### config.mk
export PLATFORM = sky130hd
export DESIGN_NAME = fm_out_conditioner
export DESIGN_NICKNAME = d
export VERILOG_FILES = /design/src/rtl/fm_out_pkg.sv /design/src/rtl/fm_serial_mul.sv /design/src/rtl/fm_out_conditioner.sv
export SDC_FILE = /design/constraint.sdc
export NUM_CORES = 1
export LEC_CHECK = 0
export ABC_AREA = 0
export CORE_MARGIN = 3
export CORE_UTILIZATION = 40
export DETAILED_ROUTE_END_ITERATION = 16
export HOLD_SLACK_MARGIN = 0.02
export PLACE_DENSITY_LB_ADDON = 0.08
export SYNTH_ARGS = -nofsm -noshare
export SYNTH_HDL_FRONTEND = slang
export SYNTH_HIERARCHICAL = 1
export SYNTH_SLANG_ARGS = --single-unit
### constraint.sdc
create_clock -name clk_27m -period 4.5 [get_ports clk_27m]
set_clock_uncertainty 0.2 [all_clocks]
set_input_delay 0.675 -clock clk_27m [delete_from_list [all_inputs] [get_ports clk_27m]]
set_output_delay 0.675 -clock clk_27m [all_outputs]
set_load 0.02 [all_outputs]
### src/rtl/fm_out_pkg.sv
// Shared types and constants for the FM output conditioner.
// Optional build macro: FM_OUT_SOFT_MUTE_EN (gain ramp / soft mute).
package fm_out_pkg;

    typedef enum logic [1:0] {
        IDLE = 2'd0,
        DCB  = 2'd1,
        MUL  = 2'd2,
        SAT  = 2'd3
    } fm_state_e;

    localparam logic [7:0] UNITY_GAIN     = 8'd128;
    localparam int         GAIN_FRAC_BITS = 7;
    localparam int         MUL_STEPS      = 8;

endpackage

### src/rtl/fm_serial_mul.sv
// Serial signed x unsigned 8-bit shift-add multiplier, one gain bit per cycle.
// done is high during the final accumulate cycle; product is valid after that edge.
module fm_serial_mul
    import fm_out_pkg::*;
#(
    parameter int A_WIDTH = 18,
    parameter int P_WIDTH = 26
) (
    input  logic                      clk,
    input  logic                      rst,
    input  logic                      start,
    input  logic signed [A_WIDTH-1:0] a,
    input  logic        [7:0]         b,
    output logic signed [P_WIDTH-1:0] product,
    output logic                      done
);

    logic signed [P_WIDTH-1:0] a_q, a_d;
    logic signed [P_WIDTH-1:0] acc_q, acc_d;
    logic        [7:0]         b_q, b_d;
    logic        [2:0]         step_q, step_d;
    logic                      active_q, active_d;

    // Load operands on start, then add the shifted multiplicand for each set gain bit, LSB first.
    always_comb begin
        a_d      = a_q;
        b_d      = b_q;
        acc_d    = acc_q;
        step_d   = step_q;
        active_d = active_q;
        if (start) begin
            a_d      = {{(P_WIDTH-A_WIDTH){a[A_WIDTH-1]}}, a};
            b_d      = b;
            acc_d    = '0;
            step_d   = '0;
            active_d = 1'b1;
        end else if (active_q) begin
            if (b_q[step_q]) begin
                acc_d = acc_q + (a_q <<< step_q);
            end
            step_d = step_q + 3'd1;
            if (step_q == 3'(MUL_STEPS - 1)) begin
                active_d = 1'b0;
            end
        end
    end

    // Multiplier state registers.
    always_ff @(posedge clk or posedge rst) begin
        if (rst) begin
            a_q      <= '0;
            b_q      <= '0;
            acc_q    <= '0;
            step_q   <= '0;
            active_q <= 1'b0;
        end else begin
            a_q      <= a_d;
            b_q      <= b_d;
            acc_q    <= acc_d;
            step_q   <= step_d;
            active_q <= active_d;
        end
    end

    assign product = acc_q;
    assign done    = active_q && (step_q == 3'(MUL_STEPS - 1));

endmodule

### src/rtl/fm_out_conditioner.sv
// Final FM audio stage: DC blocker, serial volume multiply, saturation.
// Optional build macro: FM_OUT_SOFT_MUTE_EN (gain ramps toward volume by 1 per sample).
module fm_out_conditioner
    import fm_out_pkg::*;
#(
    parameter int DATA_WIDTH = 16,
    parameter int OUT_WIDTH  = 16,
    parameter int DCB_SHIFT  = 10
) (
    input  logic                         clk_27m,
    input  logic                         reset,
    input  logic signed [DATA_WIDTH-1:0] sample_in,
    input  logic                         sample_stb,
    input  logic        [7:0]            volume,
    output logic signed [OUT_WIDTH-1:0]  out_data,
    output logic                         out_valid,
    output logic                         busy,
    output logic                         overrun
);

    localparam int YW        = DATA_WIDTH + 2;
    localparam int AW        = DATA_WIDTH + 10;
    localparam int SAT_SHIFT = GAIN_FRAC_BITS + DATA_WIDTH - OUT_WIDTH;
    localparam logic signed [AW-1:0] SAT_MAX = AW'((64'sd1 <<< (OUT_WIDTH - 1)) - 64'sd1);
    localparam logic signed [AW-1:0] SAT_MIN = ~SAT_MAX;

    fm_state_e                   state_q, state_d;
    logic signed [DATA_WIDTH-1:0] x_q, x_d;
    logic signed [DATA_WIDTH-1:0] x1_q, x1_d;
    logic signed [YW-1:0]         y1_q, y1_d;
    logic        [7:0]            gain_q, gain_d;
    logic signed [OUT_WIDTH-1:0]  out_q, out_d;
    logic                         valid_q, valid_d;
    logic                         overrun_q, overrun_d;
    logic        [7:0]            gain_sel;
    logic signed [YW-1:0]         y_d;
    logic signed [AW-1:0]         product;
    logic signed [AW-1:0]         r;
    logic signed [OUT_WIDTH-1:0]  sat;
    logic                         mul_start;
    logic                         mul_done;

`ifdef FM_OUT_SOFT_MUTE_EN
    logic [7:0] ramp_q, ramp_d;

    // Step the effective gain one count toward volume on each accepted sample.
    always_comb begin
        ramp_d = ramp_q;
        if (state_q == IDLE && sample_stb) begin
            if (ramp_q < volume) begin
                ramp_d = ramp_q + 8'd1;
            end else if (ramp_q > volume) begin
                ramp_d = ramp_q - 8'd1;
            end
        end
        gain_sel = ramp_d;
    end

    // Ramp register starts at zero so output fades in after reset.
    always_ff @(posedge clk_27m or posedge reset) begin
        if (reset) begin
            ramp_q <= '0;
        end else begin
            ramp_q <= ramp_d;
        end
    end
`else
    assign gain_sel = volume;
`endif

    // DC blocker difference equation and output clamp.
    always_comb begin
        y_d = {{2{x_q[DATA_WIDTH-1]}}, x_q}
            - {{2{x1_q[DATA_WIDTH-1]}}, x1_q}
            + y1_q
            - (y1_q >>> DCB_SHIFT);
        r = product >>> SAT_SHIFT;
        if (r > SAT_MAX) begin
            sat = SAT_MAX[OUT_WIDTH-1:0];
        end else if (r < SAT_MIN) begin
            sat = SAT_MIN[OUT_WIDTH-1:0];
        end else begin
            sat = r[OUT_WIDTH-1:0];
        end
    end

    // Sequencer: IDLE -> DCB -> MUL x8 -> SAT -> IDLE, plus sticky overrun.
    always_comb begin
        state_d   = state_q;
        x_d       = x_q;
        x1_d      = x1_q;
        y1_d      = y1_q;
        gain_d    = gain_q;
        out_d     = out_q;
        valid_d   = 1'b0;
        overrun_d = overrun_q;
        mul_start = 1'b0;
        unique case (state_q)
            IDLE: begin
                if (sample_stb) begin
                    x_d     = sample_in;
                    gain_d  = gain_sel;
                    state_d = DCB;
                end
            end
            DCB: begin
                mul_start = 1'b1;
                x1_d      = x_q;
                y1_d      = y_d;
                state_d   = MUL;
            end
            MUL: begin
                if (mul_done) begin
                    state_d = SAT;
                end
            end
            SAT: begin
                out_d   = sat;
                valid_d = 1'b1;
                state_d = IDLE;
            end
            default: state_d = IDLE;
        endcase
        if (sample_stb && state_q != IDLE) begin
            overrun_d = 1'b1;
        end
    end

    // Conditioner state registers.
    always_ff @(posedge clk_27m or posedge reset) begin
        if (reset) begin
            state_q   <= IDLE;
            x_q       <= '0;
            x1_q      <= '0;
            y1_q      <= '0;
            gain_q    <= '0;
            out_q     <= '0;
            valid_q   <= 1'b0;
            overrun_q <= 1'b0;
        end else begin
            state_q   <= state_d;
            x_q       <= x_d;
            x1_q      <= x1_d;
            y1_q      <= y1_d;
            gain_q    <= gain_d;
            out_q     <= out_d;
            valid_q   <= valid_d;
            overrun_q <= overrun_d;
        end
    end

    fm_serial_mul #(
        .A_WIDTH (YW),
        .P_WIDTH (AW)
    ) u_mul (
        .clk     (clk_27m),
        .rst     (reset),
        .start   (mul_start),
        .a       (y_d),
        .b       (gain_q),
        .product (product),
        .done    (mul_done)
    );

    assign out_data  = out_q;
    assign out_valid = valid_q;
    assign busy      = (state_q != IDLE);
    assign overrun   = overrun_q;

endmodule

# Word-level counts from Yosys, hierarchy flattened
# Cells that the tools add are included.
[classes]
muxes = 17
n_shift = 1
n_eq_ne = 6
n_addsub = 5
reduce_logical = 9
n_lt_le_gt_ge = 3
[ops]
columns = ["op", "n"]
rows = [
  ["$mux W26", 3],
  ["$mux W16", 2],
  ["$add A26 B26 Y26", 1],
  ["$sshl A18 B3 Y26", 1],
  ["$gt A19 B16 Y1 const B", 1],
  ["$lt A19 B16 Y1 const B", 1],
  ["$add A18 B18 Y18", 1],
  ["$sub A18 B8 Y18", 1],
  ["$sub A16 B16 Y17", 1],
  ["$pmux W2 S4", 1],
  ["$mux W1", 6],
  ["$mux W3", 2],
  ["$reduce_and A2 Y1", 3],
  ["$reduce_bool A2 Y1", 3],
  ["$eq A2 B2 Y1 const B", 2],
  ["$lt A3 B4 Y1 const B", 1],
  ["$mux W2", 2],
  ["$ne A2 B2 Y1 const B", 2],
  ["$add A3 B1 Y3 const B", 1],
  ["$bmux W1 S3", 1],
  ["$eq A3 B3 Y1 const B", 1],
  ["$eq A2 B1 Y1 const B", 1],
  ["$logic_and A1 B1 Y1", 2],
  ["$logic_not A2 Y1", 1],
]
[totals]
word_cells = 54
inputBits = 27
reg_bits = 134
output_inout_bits = 19

# Logic depth before layout (Yosys ltp)
[depth]
depth_word = 5
ltp_mapped = 21

# Modules after synthesis
# Netlist, hierarchy kept.
[by_module_without_submodules]
columns = ["mod", "cells_per_inst", "area_per_inst_um2", "seq_area_each_um2", "n_inst"]
rows = [
  ["fm_out_conditioner", 513, 4951.0, 1951.9, 1],
  ["fm_serial_mul", 485, 4526.8, 1401.3, 1],
]

# Least setup slack after synthesis
# OpenSTA, ideal clock, no wires.
[synth_path]
path_type = "register -> register"
start = "register x_q[1]"
end = "register y1_q[16]"
path_stages_with_launch = 21
setup_slack_ps = 279
setup_time_ps = 125
arrival_time_ps = 3897
required_time_ps = 4175
cell_sequence = "dfrtp_1 -> ha_1 -> nor2b_1 -> o21ai_0 -> a21oi_1 -> o21ai_0 -> nand3_1 -> a2111oi_0 -> nor3_1 -> xnor2_1 -> ha_1 -> inv_1 -> ha_1 -> a21o_1 -> a21o_1 -> a21o_1 -> a21o_1 -> a21oi_1 -> o41ai_2 -> xor2_1 -> mux2_2"
[synth_between]
elab_chain_len = 3
[synth_rtl]
columns = ["element", "line", "text"]
rows = [
  ["from (decl)", "fm_out_conditioner.sv:28", "logic signed [DATA_WIDTH-1:0] x_q, x_d;"],
  ["from (signal assigned)", "fm_out_conditioner.sv:133", "x_q <= '0;"],
  ["from (signal assigned)", "fm_out_conditioner.sv:142", "x_q <= x_d;"],
  ["$sub A16 B16 Y17", "fm_out_conditioner.sv:74", "- {{2{x1_q[DATA_WIDTH-1]}}, x1_q}"],
  ["$add A18 B18 Y18", "fm_out_conditioner.sv:75", "+ y1_q"],
  ["$sub A18 B8 Y18", "fm_out_conditioner.sv:76", "- (y1_q >>> DCB_SHIFT);"],
  ["named net y_d[16]", "fm_out_conditioner.sv:36", "logic signed [YW-1:0] y_d;"],
  ["to (signal assigned)", "fm_out_conditioner.sv:144", "y1_q <= y1_d;"],
  ["to (decl)", "fm_out_conditioner.sv:30", "logic signed [YW-1:0] y1_q, y1_d;"],
]
# The timed path passes the listed nets, and every way through them passes these cells.
# A chain may end at the register's enable or synchronous reset.

# Worst setup path after layout
# Ends and elaborated chain as after synthesis.

==> impl_metrics.toml <==
[floorplan]
start_util = 0.4124
core_um2 = 22980
fp.dieH_um = 159.9
dieArea_um2 = 25580
num_rows = 55
ioPinCount = 46
die_w_um = 159.9

[finish]
final_cell_mix = "dfrtp_1, inv_1, nor2_1, nand2_1, mux2_2"
diodes = 0
syn2layout_area_growth_pct = 15.58
final_cells = 1368
layout_commonest_cell = "dfrtp_1"
nets = 1153
drive_above_1_share = 0.1716

[clock_tree]
h-tree-depth = 4
path_clk_slew_ns = 0.06
clkSinkCount = 134
clk_path_buf_depth = 2
clock_latency_ns = 0.42
root_buffer = "clkbuf_16"
cts_hold_buf = 0
cts_tree = "built"
numCtsBuffers = 17

[yosys]
ys_ff_latch = 134
synth_flop_cell = "dfrtp_1"
ys_types = 80
synth-edff-count = 0
yosys_warnings = 6
seq_area_frac_synth = 0.3538
async_flop_share = 1.000
syn_area_per_cell_um2 = 9.497
synth_nets = 1109
netlist_area_um2 = 9478
synthCells = 998

[grt]
overflow = 0
grtUsageTotal = 0.1711
antenna_found_initial = 0
grt_first_pass_wirelength_um = 36060
grt_pass1_vias = 7198
grt_max_degree = 49

[timing]
slew_viol_final = 0
worst_pin_slew_ns = 1.071
setup_viol_count_final = 0
finalHoldViolations = 0
min_period_ns = 4.342
timing.fmax_mhz = 230.3
min_period_over_period = 0.9648
rsz0062_at_grt = "true"
slew-limit-headroom = 0.2840

[detailed_routing]
avgViaCountPerCell = 5.178
routedWlPerCell_um = 15.50
ant_nets = 0
num_vias = 7084
dr.pass1.iters = 4
wl_um = 21210
drc = 0
drt-initial-drc-count = 337

[setup_path]
critPathMaxFanout = 4
reg2reg_slack_ns = 0.16
critPathMaxStageDelay_ns = 0.48
path_class = "flip-flop to flip-flop"
arrival_ns = 4.44
worstPathRequired_ns = 4.60
cp_top_family = "compound AO/OA/AOI/OAI gates"
reg2regPathDepth = 19
end_kind = "flip-flop"
cp_num_buf_inv = 1
cp.depth = 19
cp_slowest_cell = "fa_1"
r2r-start = "x_q[1]$_DFFE_PP0P_"
startpoint = "x_q[1]$_DFFE_PP0P_"
cp_cell_sequence = "ha_1, nor2b_1, o21ai_1, a21oi_2, o21ai_2, nand2b_1, a211oi_1, nor2_1, xnor2_1, fa_1, inv_1, ha_1, and2_1, nand4_1, a21oi_2, nor3_2, o41ai_2, xor2_1, mux2_2"
start_kind = "flip-flop"

[place]
portBuffers = 45
place_congestion = 0.8216
placed_cells = 1332
dp_hpwl_um = 16020

[flow_run]
cap_viol_max_count = 0

[hold_path]
whs_path_depth = 1
hp-class = "flip-flop to flip-flop"
hp-start = "overrun$_DFFE_PP0P_"

[run_status]
status = "complete, no violations"
==> cells in the mapped netlist (all sizes together), types with 3 or more instances <==
library cell	n	share of area
nor4	3	0.0020
or3	4	0.0026
and2	4	0.0026
a31oi	7	0.0046
o21ai	62	0.034
mux4	5	0.012
o2111ai	3	0.0028
mux2i	28	0.030
clkbuf	29	0.017
a211oi	6	0.0053
ha	74	0.098
o311ai	3	0.0028
fa	10	0.021
o22ai	17	0.011
nand2b	10	0.0066
a221oi	4	0.0050
o31ai	4	0.0042
o21a	7	0.0057
nor3	18	0.010
nor2	87	0.034
xnor2	30	0.028
dfrtp	134	0.35
inv	102	0.040
mux2	73	0.087
nor2b	6	0.0040
a21oi	54	0.030
a21o	24	0.019
buf	17	0.012
xor2	19	0.018
o211ai	10	0.0079
nand2	78	0.031
nand3	12	0.0063
o21bai	9	0.0083
nand4	10	0.0066
==> what timing repair did <==
action | CTS | global route
gates resized for setup | 2 | 20
buffers inserted | 0 | 4
endpoints found under the setup margin | 3 | 11
pin swaps | 0 | 10
==> cell type report <==
| type | count | area [um2] |
|---|---|---|
| sequential | 134 | 3353 |
| inverter | 102 | 384.1 |
| multi-input combinational | 716 | 5588 |
| clock inverter | 11 | 151.4 |
| timing repair buffer | 71 | 645.6 |
| tap | 313 | 391.6 |
| clock buffer | 21 | 440.4 |
| fill | 2270 | 12030 |
==> metrics by stage <==
step                area [um2]  utilization  setup WS [ns]  hold slack [ns]  setup TNS (ns)
floorplan                 9478            -         0.2786           0.2723               0
global placement         10230       0.4450      -0.009539           0.2448        -0.01876
detailed placement       10230       0.4450       -0.03502           0.2523        -0.06990
CTS                      10820       0.4708        0.01396           0.2648               0
global route             10950       0.4766       -0.03753           0.2866        -0.07382
finish                   10950       0.4766         0.1583           0.2582               0
==> state kept, by name, summed over array words and instances, names as in the netlist <==
signal and flops:
u_mul/product 26, u_mul/a_q 18, y1_q 18, out_data 16, x1_q 16, x_q 16
gain_q 8, u_mul/b_q 8, u_mul/step_q 3, state_q 2, out_valid 1, overrun 1
u_mul/active_q 1
==> metal layers <==
metal	share of wire	global-route usage	vias up	wire length (um)
met5	0	0	-	0
met1	0.46	0.2187	3394	9846
li1	-	-	3587	-
met2	0.50	0.2978	85	10550
met3	0.027	0.03113	18	570
met4	0.011	0.04655	0	241
==> cells by family after synthesis <==
group	share of synthesized area
AO/OA/AOI/OAI	0.1671
XOR/XNOR	0.04528
adder cells (fa/ha/maj)	0.1188
buffers and inverters	0.06957
flip-flops	0.3538
multiplexers	0.1286
AND/OR/NAND/NOR	0.1168
==> path summary, 6_finish.rpt <==
check	to
worst max-delay path	y1_q[16]$_DFFE_PP0P_
worst min-delay path	overrun$_DFFE_PP0P_
worst max register to register	y1_q[16]$_DFFE_PP0P_
worst min register to register	overrun$_DFFE_PP0P_
max in group asynchronous	u_mul/a_q[5]$_DFFE_PP0P_
min in group asynchronous	out_data[12]$_DFFE_PP0P_
Power is left out: the tool's default activity adds up to more than one toggle a clock period on the data nets, which glitch-free logic cannot reach.
